## src/rtl/pager_pkg.sv

```systemverilog
// Shared types and helpers for the product pager: FSM states, display geometry
// and the leading-zero blank mask used to darken unused digits.
package pager_pkg;

    localparam int DIGITS   = 8;
    localparam int NIBBLE_W = 4;
    localparam int WORD_W   = 32;

    typedef enum logic [1:0] {
        IDLE    = 2'd0,
        SHOW_LO = 2'd1,
        SHOW_HI = 2'd2
    } pager_state_t;

    // Bit k is set when nibble k and every more significant nibble are zero.
    function automatic logic [DIGITS-1:0] lz_blank_mask(input logic [WORD_W-1:0] word);
        logic [DIGITS-1:0] mask;
        logic              all_zero;
        mask     = '0;
        all_zero = 1'b1;
        for (int k = DIGITS - 1; k >= 0; k--) begin
            all_zero = all_zero & (word[k*NIBBLE_W +: NIBBLE_W] == '0);
            mask[k]  = all_zero;
        end
        return mask;
    endfunction

endpackage

```

## src/rtl/key_debouncer.sv

```systemverilog
// Pushbutton conditioner: two-FF synchronizer plus a restartable stability counter.
// Emits the accepted pressed level and a one-cycle pulse on each accepted press.
module key_debouncer #(
    parameter int DEBOUNCE_CYCLES = 500000
) (
    input  logic clk,
    input  logic rst_n,
    input  logic key_n,
    output logic pressed,
    output logic press
);

    localparam int                CNT_W = $clog2(DEBOUNCE_CYCLES + 1);
    localparam logic [CNT_W-1:0]  LAST  = CNT_W'(DEBOUNCE_CYCLES - 1);

    logic             sync1_reg;
    logic             sync2_reg;
    logic [CNT_W-1:0] count_reg;
    logic             sample;

    assign sample = ~sync2_reg;

    // The count only tracks consecutive samples that disagree with the accepted
    // level; it is cleared on acceptance, so it saturates at LAST and never wraps.
    always_ff @(posedge clk or negedge rst_n) begin
        if (!rst_n) begin
            sync1_reg <= 1'b1;
            sync2_reg <= 1'b1;
            count_reg <= '0;
            pressed   <= 1'b0;
            press     <= 1'b0;
        end else begin
            sync1_reg <= key_n;
            sync2_reg <= sync1_reg;
            press     <= 1'b0;
            if (sample == pressed) begin
                count_reg <= '0;
            end else if (count_reg >= LAST) begin
                count_reg <= '0;
                pressed   <= sample;
                press     <= sample;
            end else begin
                count_reg <= count_reg + 1'b1;
            end
        end
    end

endmodule

```

## src/rtl/product_pager.sv

```systemverilog
// Captures the multiplier product on done's rising edge and pages its low/high
// word onto an 8-digit display, with per-digit leading-zero blank flags.
module product_pager
    import pager_pkg::*;
#(
    parameter int DEBOUNCE_CYCLES = 500000,
    parameter int PRODUCT_W       = 64
) (
    input  logic                 clk,
    input  logic                 rst_n,
    input  logic                 done,
    input  logic [PRODUCT_W-1:0] product,
    input  logic                 page_key_n,
    input  logic                 blank_en,
    output logic [WORD_W-1:0]    show_word,
    output logic [DIGITS-1:0]    digit_blank,
    output logic                 upper_sel,
    output logic                 captured
);

    localparam logic [DIGITS-1:0] RESET_BLANK = {{(DIGITS-1){1'b1}}, 1'b0};

    logic                 done_q_reg;
    logic [PRODUCT_W-1:0] cap_reg;
    pager_state_t         state_reg;
    pager_state_t         state_next;
    logic                 capture;
    logic                 key_pressed;
    logic                 key_press;
    logic                 page_req;
    logic [WORD_W-1:0]    hi_word;
    logic [WORD_W-1:0]    lo_word;
    logic [WORD_W-1:0]    word_next;
    logic [DIGITS-1:0]    blank_next;

    key_debouncer #(
        .DEBOUNCE_CYCLES(DEBOUNCE_CYCLES)
    ) u_key (
        .clk    (clk),
        .rst_n  (rst_n),
        .key_n  (page_key_n),
        .pressed(key_pressed),
        .press  (key_press)
    );

    assign capture  = done & ~done_q_reg;
    // The pulse and the accepted level rise together; both must agree to page.
    assign page_req = key_press & key_pressed;
    assign hi_word  = cap_reg[PRODUCT_W-1:WORD_W];
    assign lo_word  = cap_reg[WORD_W-1:0];

    always_ff @(posedge clk or negedge rst_n) begin
        if (!rst_n) begin
            done_q_reg <= 1'b0;
            cap_reg    <= '0;
            state_reg  <= IDLE;
        end else begin
            done_q_reg <= done;
            if (capture) begin
                cap_reg <= product;
            end
            state_reg <= state_next;
        end
    end

    // A fresh capture always returns to the low word, overriding a same-cycle press.
    always_comb begin
        state_next = state_reg;
        case (state_reg)
            IDLE:    if (capture) state_next = SHOW_LO;
            SHOW_LO: if (capture) state_next = SHOW_LO;
                     else if (page_req) state_next = SHOW_HI;
            SHOW_HI: if (capture || page_req) state_next = SHOW_LO;
            default: state_next = IDLE;
        endcase
    end

    always_comb begin
        word_next  = '0;
        blank_next = '0;
        if (state_reg == SHOW_HI) begin
            word_next = hi_word;
        end else if (state_reg == SHOW_LO) begin
            word_next = lo_word;
        end
        if (blank_en) begin
            if (state_reg == SHOW_HI) begin
                blank_next = lz_blank_mask(hi_word);
            end else if (hi_word == '0) begin
                // Keep digit 0 lit so a zero value reads as "0".
                blank_next = lz_blank_mask(lo_word) & RESET_BLANK;
            end
        end
    end

    always_ff @(posedge clk or negedge rst_n) begin
        if (!rst_n) begin
            show_word   <= '0;
            digit_blank <= RESET_BLANK;
            upper_sel   <= 1'b0;
            captured    <= 1'b0;
        end else begin
            show_word   <= word_next;
            digit_blank <= blank_next;
            upper_sel   <= (state_reg == SHOW_HI);
            captured    <= (state_reg != IDLE);
        end
    end

endmodule
```

## config.mk

```make
export PLATFORM = sky130hd
export DESIGN_NAME = product_pager
export DESIGN_NICKNAME = d
export VERILOG_FILES = /design/src/rtl/pager_pkg.sv /design/src/rtl/key_debouncer.sv /design/src/rtl/product_pager.sv
export SDC_FILE = /design/constraint.sdc
export NUM_CORES = 1
export LEC_CHECK = 0
export ABC_AREA = 1
export CORE_MARGIN = 1
export CORE_UTILIZATION = 30
export DETAILED_ROUTE_END_ITERATION = 12
export GPL_ROUTABILITY_DRIVEN = 0
export GPL_TIMING_DRIVEN = 0
export SLEW_MARGIN = 10
export SYNTH_ARGS = -nofsm -noshare
export SYNTH_HDL_FRONTEND = slang
export SYNTH_HIERARCHICAL = 1
export SYNTH_SLANG_ARGS = --single-unit
```

## constraint.sdc

```tcl
create_clock -name clk -period 3.6 [get_ports clk]
set_clock_uncertainty 0.1 [all_clocks]
set_input_delay 0.9 -clock clk [delete_from_list [all_inputs] [get_ports clk]]
set_output_delay 0.9 -clock clk [all_outputs]
set_load 0.1 [all_outputs]
```

; ---- Word-level counts from Yosys, hierarchy flattened
; Index checks and enable logic that the tools add are counted.
; W data, S select, Z words.
[totals]
ff_bits = 132
in_bits = 69
output_inout_bits = 42
wordCells = 73
[op_classes]
addsub = 1
order_cmp = 1
eq_ne = 6
mux = 14
n_bitwise = 18
n_reduce_logical = 21
[op_table]
columns = operator, count
row1 = $mux W32, 2
row2 = $logic_not A4 Y1, 15
row3 = $mux W19, 2
row4 = $logic_not A32 Y1, 1
row5 = $mux W8, 3
row6 = $add A19 B1 Y19 const B, 1
row7 = $ge A19 B19 Y1 const B, 1
row8 = $and A1 B1 Y1, 15
row9 = $mux W2, 4
row10 = $pmux W2 S3, 1
row11 = $ne A2 B2 Y1 const B, 2
row12 = $ne A3 B3 Y1 const B, 1
row13 = $not A1 Y1, 3
row14 = $reduce_and A3 Y1, 1
row15 = $eq A2 B1 Y1 const B, 1
row16 = $eq A2 B2 Y1 const B, 1
row17 = $logic_not A2 Y1, 1
row18 = $mux W1, 2
row19 = $reduce_and A2 Y1, 1
row20 = $reduce_bool A2 Y1, 1
row21 = $eq A1 B1 Y1, 1
row22 = $logic_or A1 B1 Y1, 1

; ---- Logic depth before layout (Yosys ltp)
; Gate-level depths: netlist of run 1.
[depth]
word_depth = 10
ltp_mapped = 9
ltp_nobuf = 9

; ---- By module
; The synthesis of run 1 kept the hierarchy.
[modules_own_cells]
columns = module, instances, cells_each, area_per_inst_um2, seq_area_each_um2
row1 = product_pager, 1, 394, 4445.5, 2736.4
row2 = key_debouncer, 1, 158, 1276.2, 578.1

; ---- Worst setup path before layout of run 1
; OpenSTA, ideal clock, no wires.
[synth_path]
kind = reg-to-output
start = register captured
end = output captured
arrival_ns = 0.883
required_time_ns = 2.600
slack_ns = 1.717
path_stages_with_launch = 1
path_buffers = 0
cell_sequence = dfrtp_1
[synth_rtl]
columns = element, line_no
row1 = start: declaration, product_pager.sv:18  ; output logic captured
row2 = start signal: assignment, product_pager.sv:106  ; captured <= (state_reg != IDLE);
; No word-level cell between the ends.

; ---- Final worst setup path of run 1
[layout_path]
start = register digit_blank[4]
end = output digit_blank[4]
[layout_rtl]
columns = element, line_no
row1 = start: declaration, product_pager.sv:16  ; output logic [DIGITS-1:0] digit_blank,
row2 = start signal: assignment, product_pager.sv:104  ; digit_blank <= blank_next;
; No word-level cell between the ends.

==> impl_metrics.py, run 1 <==
metrics = {
    "outcome": {
        "run_status": "finished clean",
    },
    "power_and_ir_drop": {
        "leakagePower_nw": 3.391,
        "netSwitchingPower_w": 0.002606,
        "clockPowerShare_pct": 26.9,
        "internal_power_w": 0.003320,
        "p_seq_share_pct": 32.6,
        "combinationalPowerShare_pct": 40.5,
        "power_density_nw_per_um2": 771.2,
        "swShare_pct": 43.98,
        "vdd_drop_max_mv": 0.4089,
    },
    "die": {
        "rows": 50,
        "fp.dieW_um": 140.1,
        "initial_core_util_pct": 30.59,
        "die_area_um2": 19630,
        "core-area_um2": 18710,
        "boundaryPins": 111,
        "die_height_um": 140.1,
    },
    "yosys": {
        "synth_ff_type": "dfrtp_1",
        "muxShareOfSynthArea_pct": 10.43,
        "yosysWarnings": 6,
        "ys_seq_area_share_pct": 57.93,
        "synthXorXnorAreaFrac_pct": 1.990,
        "ys_ff_latch": 132,
        "synth_fp_nets": 622,
        "synth_compound_area_share_pct": 2.777,
        "synth_cell_types": 35,
        "synthAdderAreaFrac_pct": 0.2187,
        "synth_top_family_by_area": "simple AND/OR/NAND/NOR gates",
        "async_reset_ff_share_pct": 100.0,
        "syn_area_um2": 5722,
        "syn_area_per_cell_um2": 10.37,
        "syn_inst": 552,
        "synth_edf_count": 0,
        "synthSimpleGateAreaFrac_pct": 22.35,
    },
    "sta": {
        "fin_crit_ns": 3.080,
        "maxSlewViolCount": 0,
        "final-setup-viol-count": 0,
        "worstMarginPinSlew_ns": 1.023,
        "rsz0062_at_grt": "no",
        "finalCritPeriodShare_pct": 85.55,
        "timing.final.ws_setup_ns": 0.5202,
        "hold_violations": 0,
        "slew_headroom_pct": 31.59,
        "fin_setup_tns_ns": 0,
        "fmax_mhz": 324.7,
    },
    "setup_path": {
        "required_ns": 2.60,
        "startpoint_type": "register",
        "rrSetupSlack_ns": 1.97,
        "crit_path_start": "digit_blank[4]$_DFF_PN1_",
        "path_cells": "clkdlybuf4s50_1",
        "crit_arrival_ns": 2.08,
        "max_stage_delay_ns": 1.13,
        "path_buf_inv": 1,
        "r2r_end": "u_key/count_reg[16]$_DFF_PN0_",
        "reg2reg_from": "u_key/count_reg[0]$_DFF_PN0_",
        "crit_slowest_cell": "clkdlybuf4s50_1",
        "path_class": "register to primary output",
        "cp_top_family": "buffers and inverters",
        "reg2reg_depth": 7,
        "cp-end-kind": "primary output",
        "worst-path-max-fanout": 1,
    },
    "finish": {
        "most-common-layout-cells": "dfrtp_1, clkdlybuf4s50_1, nand2_1",
        "diodes": 0,
        "stdcell_count": 929,
        "drive_gt1_share_pct": 21.73,
        "multi_input_area_um2": 2161,
        "layout.nets": 752,
        "final_common_cell": "dfrtp_1",
        "area_growth_pct": 34.31,
        "n_fill_cell": 1809,
        "final_util_pct": 41.08,
        "seq_area_um2": 3314,
        "largest_reg_flops": 64,
    },
    "global_routing": {
        "antenna_found_initial": 0,
        "grt_max_degree": 86,
        "grt_remaining_overflow": 0,
        "first_global_vias": 4159,
        "grt_pass1_wl_um": 22180,
        "track_usage_pct": 15.37,
    },
    "cts": {
        "cts_made_buffers": 17,
        "cts_tree": "yes",
        "clock-root-buffer": "clkbuf_16",
        "insertion_delay_ns": 0.43,
        "postCtsHoldBufs": 0,
        "clk_path_buf_depth": 2,
        "post_cts.repair.setup_buffers": 0,
        "post_cts_resized": 0,
        "clk_pin_slew_worst_paths_ns": 0.05,
        "htree_levels": 4,
        "clock_sinks": 132,
    },
    "routing": {
        "drc": 0,
        "drtPass1Iterations": 4,
        "vias_per_cell": 4.452,
        "vias": 4136,
        "antenna_left": 0,
        "drt_iter0_markers": 189,
        "routed_wl_um": 13840,
        "wl_per_cell_um": 14.90,
    },
    "min_path": {
        "min_path_cells": 0,
        "worst_hold_path.endpoint": "u_key/sync2_reg$_DFF_PN1_",
        "hp-class": "register to register",
        "hp-start": "u_key/sync1_reg$_DFF_PN1_",
    },
    "job": {
        "cap_viol_max_count": 0,
    },
    "placed_design": {
        "place_inst": 897,
        "dp_slack_ns": 0.9553,
        "numPortBuffers": 110,
        "dp_hpwl_um": 9941,
    },
}
## worst register-to-register path, stage by stage (launching register included)
cell,delay [ns]
dfrtp_1,0.37
ha_1,0.22
nand3_1,0.18
inv_1,0.12
nand2_1,0.08
nor2_1,0.17
xor2_1,0.22
nor2_2,0.06
## area by class of cell
cell class / instances / share of cell area, %
buffer: 17 / 1.400
inverter: 37 / 1.807
tap: 234 / 3.810
clock buffer: 22 / 5.910
sequential: 132 / 43.13
clock inverter: 10 / 1.123
timing repair buffer: 111 / 14.70
multi-input combinational: 366 / 28.12
## cells in the mapped netlist (2+ instances only)
master    number  area share, %
dfrtp_1      123             54
nand2_1      107            7.0
nor2_1        72            4.7
mux2_2        53             10
nand3_1       41            3.6
inv_1         32            2.1
nor2_2        17            1.9
a21oi_1       12            1.0
o21ai_0       10           0.87
xor2_1        10            1.5
dfstp_2        9            4.1
buf_2          8           0.70
nand4_1        8           0.87
nand2_2        7           0.77
nor2_4         6            1.2
inv_2          5           0.33
buf_4          3           0.39
buf_6          3           0.59
nand3_2        3           0.52
nor3_1         3           0.26
xnor2_1        3           0.46
clkbuf_1       2           0.13
nor2_8         2           0.70
o21ai_1        2           0.17
## cells by family (layout without fill, tap and decap cells)
logic type	after synthesis	in the layout
XOR/XNOR	13	13
AO/OA/AOI/OAI	29	29
flip-flops	132	132
AND/OR/NAND/NOR	270	270
buffers and inverters	54	197
adder cells (fa/ha/maj)	1	1
multiplexers	53	53
## worst max-delay path by stage
stage	to	slack (ns)	depth (start not counted)
6_report	digit_blank[4]	0.52	1
5_1_grt	digit_blank[4]	0.47	1
4_1_cts	digit_blank[4]	0.50	1
3_5_place_dp	digit_blank[4]	0.96	1
3_3_place_gp	cap_reg[12]$_DFFE_PN0P_	-3.89	1
2_1_floorplan	captured	1.72	0
## power by group through the flow
stage	combinational, W	sequential [W]	clock, W
finish	0.00240	0.00193	0.00160
global route	0.00252	0.00197	0.00171
CTS	0.00242	0.00194	0.00163
detailed placement	0.00242	0.00196	0
global placement	0.00240	0.00196	0
floorplan	0.000442	0.00325	0
## through the flow
stage          hold slack, ns  power (W)  area, um^2
2_1_floorplan          0.2452   0.003691        5722
3_3_place_gp           0.2617   0.004359        7116
3_5_place_dp           0.2548   0.004375        7144
4_1_cts                0.2631   0.005991        7685
5_1_grt                0.2675   0.006192        7685
6_report               0.2665   0.005926        7685
## layer usage
metal | track usage (%) | vias up | part of all wire, %
met3 | 4.923 | 17 | 4.3
met2 | 25.50 | 90 | 49
li1 | - | 2054 | -
met4 | 5.032 | 0 | 0.95
met5 | 0 | - | 0
met1 | 18.90 | 1975 | 46
Power figures use the tool's default switching activity.
==> run 2: changes to the inputs <==
CTS_CLUSTER_DIAMETER = 200   (was unset)
DONT_BUFFER_PORTS = 1   (was unset)
==> run 2 against run 1 <==
Cell count is 12% lower. Flip-flop and latch count unchanged. Non-clock buffer count is 111 lower.
==> impl_metrics.py, run 2 (synthesized netlist as in run 1, its figures left out) <==
metrics = {
    "outcome": {
        "run_status": "finished clean",
    },
    "min_path": {
        "hp-class": "input pin to asynchronous set/reset pin",
    },
    "routing": {
        "antenna_left": 0,
        "vias": 3747,
        "drt_iter0_markers": 205,
        "routed_wl_um": 13600,
        "drc": 0,
        "drtPass1Iterations": 4,
        "vias_per_cell": 4.575,
        "wl_per_cell_um": 16.60,
    },
    "power_and_ir_drop": {
        "leakagePower_nw": 3.008,
        "power_density_nw_per_um2": 861.5,
        "vdd_drop_max_mv": 0.3335,
    },
    "die": {
        "die_height_um": 140.1,
        "fp.dieW_um": 140.1,
        "core-area_um2": 18710,
        "die_area_um2": 19630,
        "initial_core_util_pct": 30.59,
        "boundaryPins": 111,
        "rows": 50,
    },
    "global_routing": {
        "first_global_vias": 3851,
        "grt_pass1_wl_um": 21810,
        "grt_remaining_overflow": 0,
        "track_usage_pct": 15.06,
        "antenna_found_initial": 2,
        "grt_max_degree": 133,
    },
    "cts": {
        "post_cts.repair.setup_buffers": 0,
        "clock_sinks": 132,
        "post_cts_resized": 0,
        "clk_pin_slew_worst_paths_ns": 0.06,
        "clock-root-buffer": "clkbuf_16",
        "clk_path_buf_depth": 2,
        "cts_tree": "yes",
        "insertion_delay_ns": 0.41,
        "cts_made_buffers": 17,
        "htree_levels": 4,
        "postCtsHoldBufs": 0,
    },
    "setup_path": {
        "startpoint_type": "register",
        "crit_arrival_ns": 1.37,
        "worst-path-max-fanout": 1,
        "path_class": "register to primary output",
        "cp-end-kind": "primary output",
        "required_ns": 2.60,
    },
    "finish": {
        "final_util_pct": 35.58,
        "seq_area_um2": 3314,
        "layout.nets": 641,
        "multi_input_area_um2": 2161,
        "drive_gt1_share_pct": 25.68,
        "final_common_cell": "dfrtp_1",
        "largest_reg_flops": 64,
        "area_growth_pct": 16.31,
        "most-common-layout-cells": "dfrtp_1, nand2_1, nor2_1",
        "n_fill_cell": 1879,
    },
    "job": {
        "cap_viol_max_count": 0,
    },
    "sta": {
        "hold_violations": 0,
        "maxSlewViolCount": 0,
        "fin_crit_ns": 2.374,
        "slew_headroom_pct": 37.52,
        "finalCritPeriodShare_pct": 65.96,
        "fmax_mhz": 421.1,
        "worstMarginPinSlew_ns": 0.9379,
        "fin_setup_tns_ns": 0,
        "rsz0062_at_grt": "no",
        "timing.final.ws_setup_ns": 1.226,
        "final-setup-viol-count": 0,
    },
    "placed_design": {
        "dp_hpwl_um": 9631,
        "numPortBuffers": 0,
        "dp_slack_ns": 1.585,
    },
}
[run 2: cell count changes in the layout (fill, tap and decap cells not counted)]
cell             previous run  this run
clkdlybuf4s50_1           109         0
bufinv_16                   1         4
clkinv_2                    5         2
diode_2                     0         1
clkbuf_1                    6         5
clkinvlp_4                  3         1
clkbuf_8                    1         4
buf_6                       4         3
buf_16                      1         0
[run 2: report_power, final]
| group | internal, W | total, W | switching [W] |
|---|---|---|---|
| sequential | 0.00176 | 0.00328 | 0.00153 |
| combinational | 0.000219 | 0.000587 | 0.000368 |
| clock | 0.00123 | 0.00186 | 0.000630 |
| total | 0.00321 | 0.00573 | 0.00253 |
[run 2: cell type report]
class / count / area share [%]
Antenna cell: 1 / 0.03760
Inverter: 37 / 2.087
Tap cell: 234 / 4.399
Multi-Input combinational cell: 366 / 32.47
Sequential cell: 132 / 49.80
Clock inverter: 8 / 2.200
Buffer: 17 / 1.617
Clock buffer: 24 / 7.389
[run 2: through the flow]
step                      power (W)  area, um^2  hold slack, ns  instances
after floorplan            0.003691        5722          0.2452        552
after global placement     0.003903        6015          0.2460        786
after detailed placement   0.003915        6015          0.2528        786
after CTS                  0.005799        6653         0.06036        818
after global routing       0.005962        6653         0.05634        818
final                      0.005733        6655         0.08315        819
[run 2: routing by layer]
layer	vias up	global-route usage [%]	wire length [um]
met5	-	0	13
met4	2	5.205	188
met3	16	5.470	748
met2	81	24.37	6575
met1	1824	18.50	6070
li1	1824	-	-
[run 2: worst paths after layout]
kind / start / endpoint / cells after the start / slack [ns]
setup / recovery: show_word[1]$_DFF_PN0_ / show_word[1] / 0 / 1.23
hold reg to reg: u_key/sync1_reg$_DFF_PN1_ / u_key/sync2_reg$_DFF_PN1_ / 0 / 0.26
hold / removal: rst_n / show_word[9]$_DFF_PN0_ / 0 / 0.08
max in group asynchronous: rst_n / u_key/sync1_reg$_DFF_PN1_ / 0 / 3.07
min in group clk: u_key/sync1_reg$_DFF_PN1_ / u_key/sync2_reg$_DFF_PN1_ / 0 / 0.26
setup reg to reg: u_key/count_reg[14]$_DFF_PN0_ / u_key/count_reg[10]$_DFF_PN0_ / 9 / 1.99
==> run 3: changes to the inputs <==
clock period = 1.9 ns   (was 3.6 ns; I/O delays follow)
==> run 3 against run 2 <==
The run now ends with negative hold slack left. Wire length rose by 0.49%. Die area did not move. Final area rose by 0.96%. Worst setup slack worse by 1.2 ns. Flip-flop and latch count is the same. Sequential share of layout area grew 0.18 points. Clock-buffer cell count stayed put. Combinational power grew 91%. Critical path depth unchanged. Utilization up 0.34 points. Via count grew 0.67%. Critical path type unchanged. Critical endpoint is now digit_blank[1].
==> impl_metrics.py, run 3 (synthesized netlist as in run 1, its figures left out) <==
metrics = {
    "die": {
        "die_area_um2": 19630,
        "boundaryPins": 111,
        "core-area_um2": 18710,
        "rows": 50,
        "die_height_um": 140.1,
        "fp.dieW_um": 140.1,
        "initial_core_util_pct": 30.59,
    },
    "finish": {
        "final_util_pct": 35.92,
        "area_growth_pct": 17.43,
        "most-common-layout-cells": "nand2_1, dfrtp_1, nor2_1",
        "final_common_cell": "nand2_1",
        "layout.nets": 643,
        "drive_gt1_share_pct": 31.57,
        "largest_reg_flops": 64,
        "stdcell_count": 821,
    },
    "setup_path": {
        "startpoint_type": "register",
        "cp-end-kind": "primary output",
        "worst-path-max-fanout": 1,
        "crit_arrival_ns": 1.27,
        "path_class": "register to primary output",
        "required_ns": 1.32,
    },
    "job": {
        "cap_viol_max_count": 0,
    },
    "global_routing": {
        "grt_pass1_wl_um": 21910,
        "first_global_vias": 3863,
        "grt_max_degree": 133,
        "track_usage_pct": 15.13,
        "grt_remaining_overflow": 0,
        "antenna_found_initial": 2,
    },
    "routing": {
        "vias_per_cell": 4.594,
        "drt_iter0_markers": 192,
        "wl_per_cell_um": 16.64,
        "vias": 3772,
        "drc": 0,
        "routed_wl_um": 13660,
        "antenna_left": 0,
        "drtPass1Iterations": 4,
    },
    "placed_design": {
        "numPortBuffers": 0,
        "dp_slack_ns": 0.2869,
        "dp_hpwl_um": 9631,
        "place_inst": 786,
    },
    "power_and_ir_drop": {
        "internal_power_w": 0.006164,
        "vdd_drop_max_mv": 0.6331,
        "clockPowerShare_pct": 32.2,
        "swShare_pct": 43.69,
        "combinationalPowerShare_pct": 10.2,
        "leakagePower_nw": 2.971,
        "power_density_nw_per_um2": 1629,
        "netSwitchingPower_w": 0.004783,
        "p_total_w": 0.01095,
        "p_seq_share_pct": 57.6,
    },
    "sta": {
        "worstMarginPinSlew_ns": 0.5855,
        "hold_violations": 132,
        "fin_setup_tns_ns": 0,
        "timing.final.ws_setup_ns": 0.05085,
        "fin_crit_ns": 1.849,
        "maxSlewViolCount": 0,
        "finalCritPeriodShare_pct": 97.32,
        "rsz0062_at_grt": "no",
        "holdWs_ns": -0.3389,
        "final-setup-viol-count": 0,
        "fmax_mhz": 540.8,
        "slew_headroom_pct": 60.97,
    },
    "cts": {
        "cts_made_buffers": 17,
        "post_cts.repair.setup_buffers": 0,
        "insertion_delay_ns": 0.41,
        "clk_pin_slew_worst_paths_ns": 0.06,
        "htree_levels": 4,
        "clk_path_buf_depth": 2,
        "clock_sinks": 132,
        "postCtsHoldBufs": 2,
        "cts_tree": "yes",
        "clock-root-buffer": "clkbuf_16",
    },
    "outcome": {
        "violations": "negative hold slack",
        "run_status": "finished, violations left",
    },
    "min_path": {
        "hp-class": "input pin to asynchronous set/reset pin",
    },
}
run 3: final timing paths:
kind | cells after the start | startpoint | slack, ns | to
hold reg to reg | 0 | u_key/sync1_reg$_DFF_PN1_ | 0.26 | u_key/sync2_reg$_DFF_PN1_
max in group asynchronous | 0 | rst_n | 1.79 | digit_blank[7]$_DFF_PN1_
hold / removal | 0 | rst_n | -0.34 | show_word[9]$_DFF_PN0_
setup / recovery | 0 | digit_blank[1]$_DFF_PN1_ | 0.05 | digit_blank[1]
min in group clk | 1 | product[41] | 0.11 | cap_reg[41]$_DFFE_PN0P_
setup reg to reg | 9 | u_key/count_reg[14]$_DFF_PN0_ | 0.29 | u_key/count_reg[10]$_DFF_PN0_
run 3: final cells by class:
cell class	count	area (um^2)
buffer	17	107.6
timing repair buffer	2	20.02
multi-input combinational	366	2161
fill	1869	11990
clock buffer	24	491.7
sequential	132	3358
antenna	1	2.502
clock inverter	8	146.4
tap	234	292.8
inverter	37	138.9
run 3: power groups by stage:
stage                     Combinational [W]  Clock (W)  Sequential [W]
after CTS                           0.00115    0.00361         0.00632
after detailed placement            0.00114          0         0.00628
final                               0.00112    0.00352         0.00630
after global placement              0.00111          0         0.00628
after global routing                0.00128    0.00373         0.00638
after floorplan                    0.000838          0         0.00616
run 3: timing repair:
| action | 4_1_cts | 5_1_grt |
|---|---|---|
| gates resized for setup | 35 | 0 |
| hold endpoints to repair | 134 | 132 |
| setup endpoints to repair | 35 | 0 |
run 3: per-layer routing:
layer | GRT usage (%) | share of wire [%]
met1 | 18.46 | 45
met3 | 6.017 | 5.3
met5 | 0 | 0.095
met2 | 24.63 | 49
met4 | 4.396 | 0.94
run 3: stage by stage:
stage                     hold slack [ns]  cell area (um^2)
after floorplan                   0.07941              5722
after global placement            0.08476              6015
after detailed placement          0.08497              6015
after CTS                         -0.3646              6716
after global routing              -0.3707              6716
final                             -0.3389              6719
